--- src/rtl/isw_share_codec.sv ---
// -----------------------------------------------------------------------------
// isw_share_codec
//
// Boundary block for the second-order (3-share) masked datapath.
//
// Encoder: splits an unmasked word into three Boolean shares using two fresh
// random words and presents them to the gadgets through a 1-entry output
// buffer (EMPTY/FULL).
//
// Decoder: recombines three result shares through a 2-stage register pipeline
// into the unmasked word. There is no backpressure on this path.
//
// Valid/ready: a transfer happens on a port in any cycle where its valid and
// ready are both high. The sender must hold data stable while valid is high
// and ready is low. in_ready_o may depend combinationally on out_ready_i and
// rnd_valid_i. rnd_ack_o pulses in exactly the cycles where rnd0_i/rnd1_i are
// consumed.
//
// Ports:
//   clk_i, rst_ni             clock (rising edge), async active-low reset
//   plain_i, in_valid_i       unmasked word in / valid
//   in_ready_o                encoder accepts plain_i this cycle
//   rnd0_i, rnd1_i            fresh randomness words
//   rnd_valid_i, rnd_ack_o    randomness usable / consumed this cycle
//   S0_o, S1_o, S2_o          shares (S0 = plain^rnd0^rnd1, S1 = rnd0, S2 = rnd1)
//   out_valid_o, out_ready_i  share handshake; out_valid_o is the FSM state bit
//   D0_i, D1_i, D2_i          result shares from the gadgets
//   dec_valid_i               result shares valid
//   plain_o, plain_valid_o    recombined word / 1-cycle valid pulse
//   enc_cnt_o                 saturating count of encoded words
// -----------------------------------------------------------------------------
module isw_share_codec #(
    parameter int W     = 8,
    parameter int CNT_W = 16
) (
    input  logic             clk_i,
    input  logic             rst_ni,
    input  logic [W-1:0]     plain_i,
    input  logic             in_valid_i,
    output logic             in_ready_o,
    input  logic [W-1:0]     rnd0_i,
    input  logic [W-1:0]     rnd1_i,
    input  logic             rnd_valid_i,
    output logic             rnd_ack_o,
    output logic [W-1:0]     S0_o,
    output logic [W-1:0]     S1_o,
    output logic [W-1:0]     S2_o,
    output logic             out_valid_o,
    input  logic             out_ready_i,
    input  logic [W-1:0]     D0_i,
    input  logic [W-1:0]     D1_i,
    input  logic [W-1:0]     D2_i,
    input  logic             dec_valid_i,
    output logic [W-1:0]     plain_o,
    output logic             plain_valid_o,
    output logic [CNT_W-1:0] enc_cnt_o
);

    typedef enum logic {
        EMPTY = 1'b0,
        FULL  = 1'b1
    } enc_state_e;

    enc_state_e state_q, state_d;

    logic           accept;
    logic [W-1:0]   s0_q, s1_q, s2_q;
    logic [W-1:0]   masked_lo;
    logic [W-1:0]   s0_d;
    logic [CNT_W-1:0] cnt_q;

    logic [W-1:0]   p01_q, p2_q;
    logic           v1_q;
    logic [W-1:0]   plain_q;
    logic           plain_valid_q;

    // ------------------------------------------------------------------
    // Encoder
    // ------------------------------------------------------------------

    // The buffer can take a new word when it is empty or is being drained
    // in this same cycle; randomness must be available either way.
    assign in_ready_o = rnd_valid_i & ((state_q == EMPTY) | out_ready_i);
    assign accept     = in_valid_i & in_ready_o;
    assign rnd_ack_o  = accept;

    // plain is masked by rnd0 first, then by rnd1; only the fully masked
    // result reaches a register, so the unmasked word is never stored.
    assign masked_lo = plain_i ^ rnd0_i;
    assign s0_d      = masked_lo ^ rnd1_i;

    always_comb begin
        state_d = state_q;
        if (accept) begin
            state_d = FULL;
        end else if ((state_q == FULL) && out_ready_i) begin
            state_d = EMPTY;
        end
    end

    always_ff @(posedge clk_i or negedge rst_ni) begin
        if (!rst_ni) begin
            state_q <= EMPTY;
        end else begin
            state_q <= state_d;
        end
    end

    always_ff @(posedge clk_i or negedge rst_ni) begin
        if (!rst_ni) begin
            s0_q <= '0;
            s1_q <= '0;
            s2_q <= '0;
        end else if (accept) begin
            s0_q <= s0_d;
            s1_q <= rnd0_i;
            s2_q <= rnd1_i;
        end
    end

    always_ff @(posedge clk_i or negedge rst_ni) begin
        if (!rst_ni) begin
            cnt_q <= '0;
        end else if (accept && (cnt_q != {CNT_W{1'b1}})) begin
            cnt_q <= cnt_q + 1'b1;
        end
    end

    assign S0_o        = s0_q;
    assign S1_o        = s1_q;
    assign S2_o        = s2_q;
    assign out_valid_o = (state_q == FULL);
    assign enc_cnt_o   = cnt_q;

    // ------------------------------------------------------------------
    // Decoder
    // ------------------------------------------------------------------

    // Stage 1: fold shares 0 and 1 together, carry share 2 alongside.
    always_ff @(posedge clk_i or negedge rst_ni) begin
        if (!rst_ni) begin
            p01_q <= '0;
            p2_q  <= '0;
            v1_q  <= 1'b0;
        end else begin
            v1_q <= dec_valid_i;
            if (dec_valid_i) begin
                p01_q <= D0_i ^ D1_i;
                p2_q  <= D2_i;
            end
        end
    end

    // Stage 2: final recombination; plain_o holds between valid words.
    always_ff @(posedge clk_i or negedge rst_ni) begin
        if (!rst_ni) begin
            plain_q       <= '0;
            plain_valid_q <= 1'b0;
        end else begin
            plain_valid_q <= v1_q;
            if (v1_q) begin
                plain_q <= p01_q ^ p2_q;
            end
        end
    end

    assign plain_o       = plain_q;
    assign plain_valid_o = plain_valid_q;

endmodule
--- config.mk ---
export PLATFORM = sky130hd
export DESIGN_NAME = isw_share_codec
export DESIGN_NICKNAME = d
export VERILOG_FILES = /design/src/rtl/isw_share_codec.sv
export SDC_FILE = /design/constraint.sdc
export NUM_CORES = 1
export LEC_CHECK = 0
export ABC_AREA = 1
export BUFFER_PORTS_ARGS = -buffer_cell sky130_fd_sc_hd__buf_2
export CAP_MARGIN = 5
export CORE_MARGIN = 5
export CORE_UTILIZATION = 26
export CTS_CLUSTER_DIAMETER = 150
export DETAILED_ROUTE_END_ITERATION = 12
export HOLD_SLACK_MARGIN = 0.03
export SYNTH_ARGS = -nofsm -noshare
export SYNTH_HDL_FRONTEND = slang
export SYNTH_SLANG_ARGS = --single-unit
--- constraint.sdc ---
create_clock -name clk_i -period 2 [get_ports clk_i]
set_input_delay 0.3 -clock clk_i [delete_from_list [all_inputs] [get_ports clk_i]]
set_output_delay 0.3 -clock clk_i [all_outputs]
set_load 0.02 [all_outputs]
Word-level counts from Yosys, hierarchy flattened:

Index checks and enable logic that the tools add are counted.
W data, S select, Z words.

* add/subtract/negate cells: 1
* eq/ne operators: 1
* mux-type cells: 2
* bitwise gates (word level): 8
* reductions and logical operators: 3

Operator list (count)
* $xor A8 B8 Y8: 4
* $add A16 B1 Y16 const B: 1
* $ne A16 B16 Y1 const B: 1
* $and A1 B1 Y1: 2
* $logic_and A1 B1 Y1: 2
* $mux W1: 2
* $reduce_bool A2 Y1: 1
* $not A1 Y1: 1
* $or A1 B1 Y1: 1

* register bits after elaboration: 67
* input bits: 54
* output and inout bits: 52
* word-level logic and storage cells: 25

Logic depth before layout (Yosys ltp):

Gate-level depths: netlist of run 1.

* depth after elaboration: 5
* depth in mapped cells: 9
* mapped depth without buffers: 9

Worst setup path after synthesis of run 1:

Ideal clock, no wire load.

* path type: register to register
* start: register cnt_q[0] (netlist: enc_cnt_o[0])
* end: register cnt_q[10] (netlist: enc_cnt_o[10])
* setup time: 0.118 ns
* data arrival time: 1.474 ns
* data required time: 1.882 ns
* path slack: 0.408 ns
* cell stages (with the launch flop): 10
* buffers on the path: 1
* clock period less this slack: 1.592 ns
* cell sequence: dfrtp_1 > ha_1 > nand3_4 > inv_2 > nand2_2 > nor2_4 > nor2_4 > buf_6 > nand2_2 > o21ai_2

* longest elaborated chain between the ends: 2
* elaborated cells between the ends (all ways): 3
* those cells by class: add/sub (1); eq/ne (1); reduce/logical (1)

Ends and longest elaborated chain
* start, declared: line 70 `logic [CNT_W-1:0] cnt_q;`
* start signal, assigned: line 125 `cnt_q <= cnt_q + 1'b1;`
* branches (longest 2 deep; another with $add A16 B1 Y16)

Parallel ways; which one is timed is not known.
A chain may end at the register's enable or synchronous reset.

Worst setup path in the final report of run 1:

* start: register state_q (netlist: out_valid_o)
* end: output port rnd_ack_o

* longest elaborated chain between the ends: 4

Ends and longest elaborated chain
* start, declared: line 64 `enc_state_e state_q, state_d;`
* start signal, assigned: line 105 `state_q <= state_d;`
* $not A1 Y1: line 83 `assign in_ready_o = rnd_valid_i & ((state_q == EMPTY) | out_ready_i);`
* $or A1 B1 Y1: line 83
* $and A1 B1 Y1: line 83
* $and A1 B1 Y1: line 84 `assign accept = in_valid_i & in_ready_o;`
* end, declared: line 44 `output logic rnd_ack_o,`

No other way between the ends.

==> metrics.txt, run 1 <==
min cycle time layout=around 1700 ps; fmax=0.585 GHz; Clock Root Buffer=clkbuf_16; CTS tree=yes; die area=approximately 15000 sq um; most area-hungry cell type in the Yosys netlist=dfrtp_1; WP data arrival=between 1000 and 1500 ps; crit-path max FO=12; RSZ-0062 raised after global routing=no; wire per inst=12.6 um; via count=2690; Setup Viol. Count Final=0; fraction of layout cells with a size suffix above 1=29.7%; post-synthesis area per instance=approximately 8.6 sq um; Initial Utilization=a little over a quarter; total clock buffers created by CTS=9; Setup crit end kind=output port; Post-CTS Setup Bufs=0; I/O pin count=approximately 110; # diodes=0; CTS clk-pin slew, worst paths=50 ps; Yosys warning count=0; gr busiest metal=met2; Die Y=120 um; global-route track usage on met3=under 10%; skew final=around 6.1 ps; PortBufs=105; Final Cycle Share=85.4%; vias in the first global route=2703; Area Growth Syn to Fin=31.9%; worst min-delay path class=in2reg; Max H-tree Level=3; fill count=1246; total grt overflow=0; required time worst endpoint=1700 ps; Rows=40; post-synth top area share=52.9%; Total Wirelength=7.98 mm; Setup TNS Final=0 ps; Syn Nets=424; placed cells=615; dpl hpwl=around 5.9 mm; global-route wire length before repair=13.4 mm; clock sink count=67; All-Layer GR Usage=11.7%; Vias/cell=~4.3; Max Cap Viol=0; critical path class=reg2out; initial antenna violation count=0; unique cell type count in the Yosys netlist=23; largest cells by area after synthesis=dfrtp_1, nand2_1, xnor2_1, o21ai_0, xor2_1; post-synthesis instance area=3170 sq um; ANT nets after route=0; Non-Filler Instances=632; Initial DRC Count=108; CTS hold repair buffers=1; GR Util met2=18.2%; status=completed; nets=about 540; routability congestion estimate=0.840; CTS max path bufs=2; final hold vios=0; met1 usage=14.9%; Slew HR=approximately three fifths; leakage dissipation=0.00216 uW; largest net degree at the start of global routing=68; Yosys reg bits=67; Power Density=approximately 1000 nW/um^2; register area share after synthesis=a little over half; Die Wd=120 um; CTS resizes=0; Peak VDD IR=around 0.00038 V; drc violations=0; worst skew pair latency=330 ps; Setup crit start kind=flip-flop; count of pins over their slew limit=0; Worst-Margin Slew=597 ps; core area=between 10000 and 15000 sq um; drt pass-1 iters=4; Mapped Cells=369
==> routing by layer <==
metal,vias up,wire length (um)
met1,1229,3610
met2,84,3620
met4,0,150
met3,12,595
li1,1365,-
met5,-,0
==> worst max-delay path: stages, from the launching register on <==
cell and delay, ps:
dfrtp_1 370, nand2_1 100, nand3_2 290, clkinv_1 130, buf_2 180
==> logic make-up (layout without fill, tap and decap cells) <==
| kind of cell | Yosys count | count (layout) | share of synthesized area (%) |
|---|---|---|---|
| XOR/XNOR | 38 | 38 | 10.5 |
| AO/OA/AOI/OAI | 31 | 31 | 5.60 |
| adder cells (fa/ha/maj) | 1 | 1 | 0.395 |
| flip-flops | 67 | 67 | 52.9 |
| AND/OR/NAND/NOR | 202 | 202 | 26.5 |
| buffers and inverters | 30 | 146 | 4.10 |
==> power breakdown <==
| part | leakage (uW) | switching [uW] | internal [uW] | total [uW] |
|---|---|---|---|---|
| logic | 0.00118 | 644 | 378 | 1020 |
| clock network | 0.000146 | 552 | 973 | 1520 |
| registers | 0.000833 | 209 | 1580 | 1790 |
| total | 0.00216 | 1400 | 2930 | 4330 |
==> synthesized netlist by cell type <==
cell type and instances:
and2_1 1, buf_2 2, buf_6 2, clkbuf_1 6
clkinv_1 1, dfrtp_1 67, ha_1 1, inv_1 17
inv_2 2, nand2_1 160, nand2_2 7, nand3_1 8
nand3_2 1, nand3_4 1, nand4_1 5, nor2_1 15
nor2_2 2, nor2_4 2, o21ai_0 24, o21ai_1 1
o21ai_2 6, xnor2_1 25, xor2_1 13
==> through the flow <==
step / setup WS (ps) / power [uW] / cell area [sq um] / hold slack [ps] / utilization, %
final: 292 / 4330 / 4180 / 175 / 35.0
after global routing: 162 / 4610 / 4180 / 177 / 35.0
after CTS: 235 / 4420 / 4180 / 158 / 35.0
after global placement: 444 / 2820 / 3880 / 350 / 32.4
after floorplan: 408 / 2410 / 3170 / 4.41 / -
after detailed placement: 405 / 2850 / 3880 / 355 / 32.4
==> layout by cell type (no fill, tap or decap), types with 2 or more instances in the layout <==
cell,instances
inv_1,17
inv_2,2
dfrtp_1,67
nand2_1,160
nand3_1,8
clkbuf_16,9
nor2_2,2
clkbuf_1,2
clkbuf_8,4
xnor2_1,25
o21ai_0,24
buf_4,2
buf_12,2
nand2_2,7
nor2_4,2
nor2_1,15
o21ai_2,6
buf_2,105
xor2_1,13
nand4_1,5
==> final timing paths <==
kind / from / to / slack (ps) / depth (start not counted)
worst max-delay path: out_valid_o$_DFFE_PN0P_ / rnd_ack_o / 290 / 4
worst min-delay path: D2_i[0] / p2_q[0]$_DFFE_PN0P_ / 170 / 3
worst max register to register: enc_cnt_o[0]$_DFFE_PN0P_ / enc_cnt_o[2]$_DFFE_PN0P_ / 400 / 9
worst min register to register: v1_q$_DFF_PN0_ / plain_valid_o$_DFF_PN0_ / 370 / 0
max in group asynchronous: rst_ni / plain_o[5]$_DFFE_PN0P_ / 1170 / 3
min in group asynchronous: rst_ni / enc_cnt_o[11]$_DFFE_PN0P_ / 530 / 3
==> state kept, by name (all words and copies together) (netlist names) <==
name           cells
S0_o               8
p2_q               8
plain_o            8
S2_o               8
out_valid_o        1
enc_cnt_o         16
p01_q              8
S1_o               8
v1_q               1
plain_valid_o      1
==> cell type report <==
| type | instances | area [sq um] | area share, % |
|---|---|---|---|
| Sequential cell | 67 | 1680 | 40.1 |
| Multi-Input combinational cell | 272 | 1360 | 32.6 |
| Timing Repair Buffer | 110 | 591 | 14.1 |
| Clock buffer | 15 | 288 | 6.88 |
| Tap cell | 147 | 184 | 4.40 |
| Inverter | 20 | 75.1 | 1.79 |
| Clock inverter | 1 | 5.00 | 0.120 |
Power figures use the tool's default switching activity.
==> run 2: changes to the inputs <==
- CTS_BUF_LIST: unset -> sky130_fd_sc_hd__clkbuf_16
- CTS_CLUSTER_SIZE: unset -> 24
- REMOVE_ABC_BUFFERS: unset -> 1
==> metrics.txt, run 2 (synthesized netlist as in run 1, its figures left out) <==
Setup TNS Final=0 ps; die area=around 15000 sq um; Internal Power=3170 uW; pre-CTS WS=376 ps; Setup crit end kind=flip-flop; Final Cycle Share=82.8%; drt pass-1 iters=6; wire per inst=12.3 um; CTS max path bufs=2; # diodes=0; Area Growth Syn to Fin=33.5%; worst skew pair latency=320 ps; Sequential Power Share=38.8%; NetSw=1430 uW; routability congestion estimate=just over 0.8; Total Wirelength=7.77 mm; via count=between 2000 and 3000; CTS clk-pin slew, worst paths=60 ps; worst min-delay path class=in2reg; largest net degree at the start of global routing=68; count of pins over their slew limit=0; Die Y=120 um; Power Density=between 1000 and 1500 nW/um^2; WP data arrival=1870 ps; Worst-Margin Slew=629 ps; Critical Path Max Stage Delay=between 400 and 500 ps; most common cell after layout, fill and taps aside=nand2_1; CTS resizes=0; Initial Utilization=between 20% and 30%; Setup Viol. Count Final=0; dpl hpwl=5.81 mm; fraction of layout cells with a size suffix above 1=30.1%; total grt overflow=0; fmax=0.604 GHz; vias in the first global route=2677; post-route setup slack=about 340 ps; min cycle time layout=1660 ps; PortBufs=105; Peak VDD IR=0.000321 V; critical path class=reg2reg; Sw Share=31.1%; Clock Root Buffer=clkbuf_16; leakage dissipation=0.00218 uW; Max Cap Viol=0; All-Layer GR Usage=between 10% and 20%; fill count=roughly 1300; Setup crit start kind=flip-flop; Crit-path slowest cell=dfrtp_1; Vias/cell=between 4 and 5; number of flip-flops under the largest register name=16; skew final=8.16 ps; placed cells=615; Critical R2R Launch=enc_cnt_o[0]$_DFFE_PN0P_; final hold vios=0; critical path's top delay family=simple AND/OR/NAND/NOR gates; CP Launch Point=enc_cnt_o[0]$_DFFE_PN0P_; Core Util, Final=a little over a third; CTS hold repair buffers=1; crit-path max FO=9; CP Cell Sequence=ha_1, nand3_4, inv_2, nand2_2, nor2_4, nor2_4, inv_2, nand2_1, nand2_1; nets=535; initial antenna violation count=0; Post-CTS Setup Bufs=0; Initial DRC Count=roughly 130; total clock buffers created by CTS=9; end of the worst register-to-register path=enc_cnt_o[0]$_DFFE_PN0P_; core area=around 12000 sq um; Max H-tree Level=3; ANT nets after route=0; Clk pwr share=approximately two fifths; required time worst endpoint=2220 ps; drc violations=0; I/O pin count=106; commonest cells after routing, fill and taps aside=nand2_1, buf_2, dfrtp_1; Worst R2R Path Depth=9; Buf/Inv on CP=2; Comb power frac=22.1%; status=completed; Non-Filler Instances=632; RSZ-0062 raised after global routing=no; critical path depth in cells=9; Die Wd=120 um; end point of the critical path=enc_cnt_o[0]$_DFFE_PN0P_; Rows=40; global-route wire length before repair=roughly 13 mm; Slew HR=58.0%; R2R setup slack=340 ps; clock sink count=67; CTS tree=yes
==> run 2: worst register-to-register path, cell delays in order (launching register included) <==
cell,delay [ps]
dfrtp_1,440
ha_1,300
nand3_4,130
inv_2,50
nand2_2,70
nor2_4,40
nor2_4,220
inv_2,150
nand2_1,100
nand2_1,50
==> run 2: power groups by stage <==
stage / clock network [uW] / registers [uW] / logic, uW
final: 1800 / 1790 / 1010
after global routing: 1900 / 1820 / 1130
after global placement: 0 / 1800 / 1020
after detailed placement: 0 / 1810 / 1040
after floorplan: 0 / 2000 / 396
after CTS: 1860 / 1790 / 1040
==> run 2: area by class of cell <==
cell class	count	area (sq um)	area share [%]
well taps	147	184	4.35
repair buffers	110	591	14.0
flip-flops and latches	67	1680	39.6
clock buffers	9	225	5.32
multi-input cells	272	1360	32.2
clock inverters	7	116	2.75
inverters	20	75.1	1.77
==> run 2: metrics by stage <==
step	total power, uW	area [sq um]	hold slack [ps]
finish	4600	4230	178
CTS	4690	4230	158
global placement	2820	3880	352
floorplan	2400	3120	4.41
global route	4850	4230	167
detailed placement	2850	3880	354
==> run 2: how the worst min path moves through the flow <==
stage	startpoint	slack [ps]	end	depth (start not counted)
2_1_floorplan	rst_ni	4	S0_o[0]$_DFFE_PN0P_	0
3_3_place_gp	rst_ni	350	enc_cnt_o[7]$_DFFE_PN0P_	2
3_5_place_dp	rst_ni	350	enc_cnt_o[5]$_DFFE_PN0P_	2
4_1_cts	D2_i[0]	160	p2_q[0]$_DFFE_PN0P_	3
5_1_grt	D2_i[6]	170	p2_q[6]$_DFFE_PN0P_	3
6_report	D2_i[0]	180	p2_q[0]$_DFFE_PN0P_	3
==> run 2: per-layer routing <==
metal | vias up | track usage [%] | part of all wire (%)
met4 | 0 | 3.61 | 0.71
met3 | 6 | 3.51 | 6.8
met1 | 1231 | 13.4 | 43
li1 | 1366 | - | -
met5 | - | 0 | 0
met2 | 73 | 18.2 | 49
